[src/rtl/fetch_dec_queue_pkg.sv]
// fetch_dec_queue_pkg: shared widths, default depth and the packed IQ entry layout.
package fetch_dec_queue_pkg;
  localparam int PC_WIDTH = 39;
  localparam int EXCEPTION_CAUSE_WIDTH = 4;
  localparam int IQ_DEPTH = 8;
  typedef struct packed {
    logic [PC_WIDTH-1:0] pc;
    logic [PC_WIDTH-1:0] next_pc;
    logic [PC_WIDTH-1:0] predict_pc;
    logic [31:0] instr;
    logic is_rv;
    logic excp_vld;
    logic [EXCEPTION_CAUSE_WIDTH-1:0] ecause;
  } iq_entry_t;
  localparam int ENTRY_WIDTH = $bits(iq_entry_t);
endpackage

[src/rtl/fetch_dec_queue_ptr_ctrl.sv]
// iq_ptr_ctrl: head/tail/count bookkeeping for 2-wide push/pop with flush, plus ready generation.
module iq_ptr_ctrl #(
  parameter int DEPTH = 8,
  localparam int PW = $clog2(DEPTH),
  localparam int CW = PW + 1
) (
  input  logic          clk,
  input  logic          rstn,
  input  logic          flush_i,
  input  logic          first_vld_i,
  input  logic          second_vld_i,
  input  logic          first_rdy_i,
  input  logic          second_rdy_i,
  output logic [PW-1:0] head_o,
  output logic [PW-1:0] tail_o,
  output logic [CW-1:0] count_o,
  output logic          push0_o,
  output logic          push1_o,
  output logic          single_rdy_o,
  output logic          double_rdy_o,
  output logic          first_vld_o,
  output logic          second_vld_o
);
  logic [PW-1:0] head_q, head_d, tail_q, tail_d;
  logic [CW-1:0] count_q, count_d;
  logic pop0, pop1;
  // Ready looks only at the start-of-cycle count: a full queue never accepts, even while popping.
  assign single_rdy_o = (count_q <= CW'(DEPTH - 1)) & ~flush_i;
  assign double_rdy_o = (count_q <= CW'(DEPTH - 2)) & ~flush_i;
  assign first_vld_o  = count_q != '0;
  assign second_vld_o = count_q >= CW'(2);
  assign push0_o = first_vld_i & single_rdy_o;
  assign push1_o = second_vld_i & first_vld_i & double_rdy_o;
  assign pop0 = first_vld_o & first_rdy_i;
  assign pop1 = pop0 & second_vld_o & second_rdy_i;
  assign head_o  = head_q;
  assign tail_o  = tail_q;
  assign count_o = count_q;
  always_comb begin
    head_d  = flush_i ? '0 : head_q + PW'(pop0) + PW'(pop1);
    tail_d  = flush_i ? '0 : tail_q + PW'(push0_o) + PW'(push1_o);
    count_d = flush_i ? '0 : count_q + CW'(push0_o) + CW'(push1_o) - CW'(pop0) - CW'(pop1);
  end
  always_ff @(posedge clk or negedge rstn) begin
    if (!rstn) begin
      head_q  <= '0;
      tail_q  <= '0;
      count_q <= '0;
    end else begin
      head_q  <= head_d;
      tail_q  <= tail_d;
      count_q <= count_d;
    end
  end
endmodule

[src/rtl/fetch_dec_queue.sv]
// fetch_dec_queue: dual-issue circular instruction queue between fetch and decode, flushed on redirect.
module fetch_dec_queue
  import fetch_dec_queue_pkg::*;
#(
  parameter int IQ_DEPTH = fetch_dec_queue_pkg::IQ_DEPTH,
  localparam int PW = $clog2(IQ_DEPTH),
  localparam int CW = PW + 1
) (
  input  logic                             clk,
  input  logic                             rstn,
  input  logic                             flush_i,
  input  logic                             if_first_vld_i,
  input  logic [PC_WIDTH-1:0]              if_first_pc_i,
  input  logic [PC_WIDTH-1:0]              if_first_next_pc_i,
  input  logic [PC_WIDTH-1:0]              if_first_predict_pc_i,
  input  logic [31:0]                      if_first_instr_i,
  input  logic                             if_first_is_rv_i,
  input  logic                             if_first_excp_vld_i,
  input  logic [EXCEPTION_CAUSE_WIDTH-1:0] if_first_ecause_i,
  input  logic                             if_second_vld_i,
  input  logic [PC_WIDTH-1:0]              if_second_pc_i,
  input  logic [PC_WIDTH-1:0]              if_second_next_pc_i,
  input  logic [PC_WIDTH-1:0]              if_second_predict_pc_i,
  input  logic [31:0]                      if_second_instr_i,
  input  logic                             if_second_is_rv_i,
  input  logic                             if_second_excp_vld_i,
  input  logic [EXCEPTION_CAUSE_WIDTH-1:0] if_second_ecause_i,
  output logic                             single_rdy_o,
  output logic                             double_rdy_o,
  output logic                             dec_first_vld_o,
  output logic [PC_WIDTH-1:0]              dec_first_pc_o,
  output logic [PC_WIDTH-1:0]              dec_first_next_pc_o,
  output logic [PC_WIDTH-1:0]              dec_first_predict_pc_o,
  output logic [31:0]                      dec_first_instr_o,
  output logic                             dec_first_is_rv_o,
  output logic                             dec_first_excp_vld_o,
  output logic [EXCEPTION_CAUSE_WIDTH-1:0] dec_first_ecause_o,
  output logic                             dec_second_vld_o,
  output logic [PC_WIDTH-1:0]              dec_second_pc_o,
  output logic [PC_WIDTH-1:0]              dec_second_next_pc_o,
  output logic [PC_WIDTH-1:0]              dec_second_predict_pc_o,
  output logic [31:0]                      dec_second_instr_o,
  output logic                             dec_second_is_rv_o,
  output logic                             dec_second_excp_vld_o,
  output logic [EXCEPTION_CAUSE_WIDTH-1:0] dec_second_ecause_o,
  input  logic                             dec_first_rdy_i,
  input  logic                             dec_second_rdy_i,
  output logic [CW-1:0]                    iq_count_o,
  output logic                             iq_empty_o
);
  logic [PW-1:0] head, tail;
  logic push0, push1;
  iq_entry_t in0, in1, out0, out1;
  iq_entry_t mem_q [IQ_DEPTH];
  iq_entry_t mem_d [IQ_DEPTH];
  iq_ptr_ctrl #(.DEPTH(IQ_DEPTH)) u_ptr (
    .clk          (clk),
    .rstn         (rstn),
    .flush_i      (flush_i),
    .first_vld_i  (if_first_vld_i),
    .second_vld_i (if_second_vld_i),
    .first_rdy_i  (dec_first_rdy_i),
    .second_rdy_i (dec_second_rdy_i),
    .head_o       (head),
    .tail_o       (tail),
    .count_o      (iq_count_o),
    .push0_o      (push0),
    .push1_o      (push1),
    .single_rdy_o (single_rdy_o),
    .double_rdy_o (double_rdy_o),
    .first_vld_o  (dec_first_vld_o),
    .second_vld_o (dec_second_vld_o)
  );
  assign iq_empty_o = iq_count_o == '0;
  assign in0 = {if_first_pc_i, if_first_next_pc_i, if_first_predict_pc_i, if_first_instr_i,
                if_first_is_rv_i, if_first_excp_vld_i, if_first_ecause_i};
  assign in1 = {if_second_pc_i, if_second_next_pc_i, if_second_predict_pc_i, if_second_instr_i,
                if_second_is_rv_i, if_second_excp_vld_i, if_second_ecause_i};
  always_comb begin
    mem_d = mem_q;
    if (push0) mem_d[tail] = in0;
    if (push1) mem_d[tail + PW'(1)] = in1;
  end
  // Storage is reset so the don't-care data outputs are never X.
  always_ff @(posedge clk or negedge rstn) begin
    if (!rstn) begin
      for (int i = 0; i < IQ_DEPTH; i++) mem_q[i] <= '0;
    end else begin
      mem_q <= mem_d;
    end
  end
  assign out0 = mem_q[head];
  assign out1 = mem_q[head + PW'(1)];
  assign {dec_first_pc_o, dec_first_next_pc_o, dec_first_predict_pc_o, dec_first_instr_o,
          dec_first_is_rv_o, dec_first_excp_vld_o, dec_first_ecause_o} = out0;
  assign {dec_second_pc_o, dec_second_next_pc_o, dec_second_predict_pc_o, dec_second_instr_o,
          dec_second_is_rv_o, dec_second_excp_vld_o, dec_second_ecause_o} = out1;
  a_second_needs_first: assert property (@(posedge clk) disable iff (!rstn)
    if_second_vld_i |-> if_first_vld_i);
endmodule

[config.mk]
export PLATFORM = sky130hd
export DESIGN_NAME = fetch_dec_queue
export DESIGN_NICKNAME = d
export VERILOG_FILES = /design/src/rtl/fetch_dec_queue_pkg.sv /design/src/rtl/fetch_dec_queue_ptr_ctrl.sv /design/src/rtl/fetch_dec_queue.sv
export SDC_FILE = /design/constraint.sdc
export NUM_CORES = 2
export LEC_CHECK = 0
export CAP_MARGIN = 20
export CELL_PAD_IN_SITES_DETAIL_PLACEMENT = 0
export CELL_PAD_IN_SITES_GLOBAL_PLACEMENT = 1
export CORE_MARGIN = 2
export CORE_UTILIZATION = 35
export DETAILED_ROUTE_END_ITERATION = 8
export GPL_TIMING_DRIVEN = 0
export PLACE_DENSITY = 0.59
export SKIP_LAST_GASP = 1
export SLEW_MARGIN = 30
export SYNTH_ARGS = -nofsm -noshare
export SYNTH_HDL_FRONTEND = slang
export SYNTH_SLANG_ARGS = --single-unit
[constraint.sdc]
create_clock -name clk -period 3.2 [get_ports clk]
set_input_delay 0.64 -clock clk [delete_from_list [all_inputs] [get_ports clk]]
set_output_delay 0.64 -clock clk [all_outputs]
set_load 0.005 [all_outputs]
==> summary.md <==
Worst hold path
- worst min-delay path class: in -> async

Synth
- post-synth net total: 5,868
- number of enable flip-flop cells after synthesis: 0
- average instance area after synthesis: 14.3 um2
- Synth Register Bits: 1,250
- portion of the post-synthesis area used by sequential elements: 39.5%
- cell area after synthesis: 79,300 um2
- Distinct cells, synth: 36
- cell count after synthesis: 5,538
- async set-or-reset flop fraction in the synthesized netlist: 100%
- Yosys Warn Count: 0
- dominant register cell in the synthesized netlist: dfrtp_1

Global routing
- first-pass GRT wire length: 436,000 um
- total gr overflow: 0
- Total GRT Usage: 26.2%
- pin count of the biggest net entering global routing: 116
- number of antenna violations at the first check in global routing: 72
- number of global-route vias before repair: 57,100

Cells and area
- post-route insts no fill: 9,618
- number of nets in the layout: 6,816
- area added between synthesis and finish: 24.9%
- fill cell total of the finished layout: 20,600
- share of post-route cells with drive strength above 1: 55.2%

Timing
- shortest clock period the worst path allows after layout: 4.04 ns
- # setup viols final: 402
- Pins Over Slew Limit: 0
- final worst slack: -0.844 ns
- number of hold violations in the final report: 0
- worst hold slack: 0.375 ns
- relative slew slack: 28.6%
- Clock Skews: 0.0405 ns
- f_max: 247 MHz
- unrepaired setup endpoints after global routing: true
- part of the cycle the worst path needs: 126%
- Least-Margin Pin Slew: 1.07 ns
- post-route setup TNS: -211.64 ns

Drt
- detailed-route wire length: 312,000 um
- total number of vias: 55,200
- routed wire length per instance: 32.4 um
- Post-DRT Antenna Nets: 0
- DRC marker count from the first detailed-route iteration: 4,087
- vias per cell: 5.74
- First-pass DRT Iterations: 5
- Residual DRC: 0

Floorplanning
- starting utilization of the core area: 35.2%
- Chip Width: 480 um
- vertical extent of the die: 480 um
- Placement Rows: 174
- Std-Cell Core Area: 225,000 um2
- total die area: 230,000 um2
- number of top-level pins: 636

Pwr
- switching power share of the total: 35.0%
- clock share of power: 19.8%
- maximum vdd drop: 580 uV
- switching power summed over all nets: 31,800 uW
- Leakage: 0.0431 uW
- power per cell area: 917 nW/um2
- internal power: 59,000 uW
- sequential power share: 25.8%
- share of total power in combinational logic: 54.3%

CTS
- total number of clock tree sinks: 1,250
- level count of the clock H-tree: 4
- Root Driver: clkbuf_16
- TritonCTS clock tree: built
- CTS buffer count: 159
- buffer depth of the longest clock path: 3
- Worst-path clk slew: 0.06 ns
- Clk Latency, worst-skew pair: 0.83 ns

Setup path
- crit-path leading delay family: buffers and inverters
- library cell contributing the largest single delay on the critical path: mux4_2
- CP Data Required Time: 2.56 ns
- worst setup path category: reg -> out
- maximum fanout along the worst path: 6
- series of cell instances along the critical path: buf_6 > clkbuf_16 > buf_12 > clkbuf_16 > buf_16 > mux4_2 > mux2_2 > clkdlybuf4s50_1
- Crit path largest cell delay: 0.50 ns
- type of destination of the critical path: primary output
- Setup crit start kind: register
- cell occurring most often along the worst timing path: clkbuf_16
- Buf+Inv Stages, Crit Path: 6
- data arrival time at the worst-slack endpoint: 3.40 ns

Status
- failing checks: negative setup slack
- outcome: finished, violations left

Job
- reported max-cap violation count: 0

Placed design
- Cells after DPL: 9,196
- count of buffers inserted at the top-level ports: 635
- placement-stage worst setup slack: -1.47 ns
- GPL Wtd Cong: 0.834
- HPWL after DPL: 209,000 um

==> stage by stage <==
stage	total power (uW)	util [%]	cell area, um2
3_5_place_dp	67500	40.1	90300
6_report	90800	44.0	99000
3_3_place_gp	66700	39.7	89400
5_1_grt	94800	44.0	99000
2_1_floorplan	46100	-	79300
4_1_cts	88200	43.0	96700
==> registers in the layout, summed over array words and instances (netlist names) <==
name / flops
mem_q: 1240
u_ptr.count_o: 4
u_ptr.head_o: 3
u_ptr.tail_o: 3
==> worst register-to-register path, delay by kind of cell, from the launching register on <==
family,cells,cell delay [ns]
buffers and inverters,3,1.34
muxes,2,0.65
DFF,1,0.42
and+or+nand+nor,1,0.31
AOI/OAI and AO/OA,1,0.27
adders and majority gates,1,0.18
==> synthesized netlist by cell type, types with 2 or more instances <==
cell type	n	area (um2)
buf_12	16	320
dfrtp_1	1250	31300
nand2_1	309	1160
mux2_1	300	3380
nor2_1	165	619
mux2_2	2180	24500
nand4b_1	3	26.3
nand3_1	9	45.0
nand4bb_1	2	22.5
buf_1	39	146
a31oi_1	152	951
nor2b_1	5	31.3
a21oi_1	9	45.0
xnor2_1	4	35.0
clkbuf_1	125	469
mux2i_1	3	30.0
ha_1	8	100
inv_1	15	56.3
mux4_2	620	14000
buf_6	22	248
buf_2	222	1110
buf_4	61	458
xor2_1	2	17.5
fa_1	5	100
==> final timing paths <==
check / slack, ns / from / to / cells past startpoint
max reg2reg: -0.12 / u_ptr.count_o[3]$_DFF_PN0_ / mem_q[242]$_DFF_PN0_ / 8
max in group asynchronous: 0.40 / rstn / mem_q[748]$_DFF_PN0_ / 6
max: -0.84 / u_ptr.head_o[1]$_DFF_PN0_ / dec_first_instr_o[9] / 8
min reg2reg: 0.56 / mem_q[918]$_DFF_PN0_ / mem_q[918]$_DFF_PN0_ / 2
min: 0.38 / rstn / mem_q[212]$_DFF_PN0_ / 2
min in group clk: 0.56 / mem_q[918]$_DFF_PN0_ / mem_q[918]$_DFF_PN0_ / 2
==> cell families after synthesis <==
group / after synthesis / share of synthesized area (%)
muxes: 3103 / 52.9
DFF: 1250 / 39.5
buffers and inverters: 500 / 3.54
and+or+nand+nor: 499 / 2.48
AOI/OAI and AO/OA: 167 / 1.33
adders and majority gates: 13 / 0.253
xor gates and xnor gates: 6 / 0.0663
==> metal layers <==
metal  up-vias  share of wire [%]  global-route usage (%)
li1      23300                  -                       -
met1     29500                 43                    35.9
met2      1896                 46                    40.9
met3       466                7.1                    6.43
met4        58                3.1                    8.25
met5         -               0.12                       0
==> power by group through the flow <==
| stage | sequential, uW | clock (uW) | combinational [uW] |
|---|---|---|---|
| after floorplan | 22400 | 0 | 23700 |
| after global placement | 23500 | 0 | 43200 |
| after detailed placement | 23600 | 0 | 43800 |
| after CTS | 23300 | 18400 | 46400 |
| after global routing | 24000 | 19000 | 51800 |
| final | 23500 | 18000 | 49300 |
==> cells in the final DEF, fill, tap and decap left out, types with 25 or more instances in the layout <==
master	instances
mux2_2	2132
dfrtp_1	1249
mux4_2	620
clkdlybuf4s50_1	507
nand2_1	309
mux2_1	300
clkbuf_16	201
nor2_1	165
buf_4	157
buf_2	156
a31oi_1	152
clkbuf_1	107
buf_12	73
dlymetal6s2s_1	69
buf_6	59
buf_16	50
clkbuf_2	50
mux2_4	48
clkbuf_8	28
dlygate4sd2_1	25
==> area by class of cell <==
class / instances / area (um2) / area share (%)
inverter: 15 / 56.3 / 0.0569
clock inverter: 29 / 333 / 0.336
multi-input combinational: 3788 / 45400 / 45.8
timing repair buffer: 790 / 8950 / 9.04
tap: 2992 / 3740 / 3.78
sequential: 1250 / 31300 / 31.6
antenna: 24 / 60.1 / 0.0607
clock buffer: 248 / 4710 / 4.76
buffer: 482 / 4480 / 4.52
==> what timing repair did <==
| action | CTS | global route |
|---|---|---|
| gates resized for setup | 486 | 380 |
| endpoints found under the setup margin | 372 | 780 |
| endpoints found under the hold margin | 58 | 0 |
| buffers inserted | 12 | 79 |
| hold buffers | 1 | 0 |
| pin swaps | 1 | 1 |
| cloned | 4 | 30 |
(Power assumes the default switching activity.)
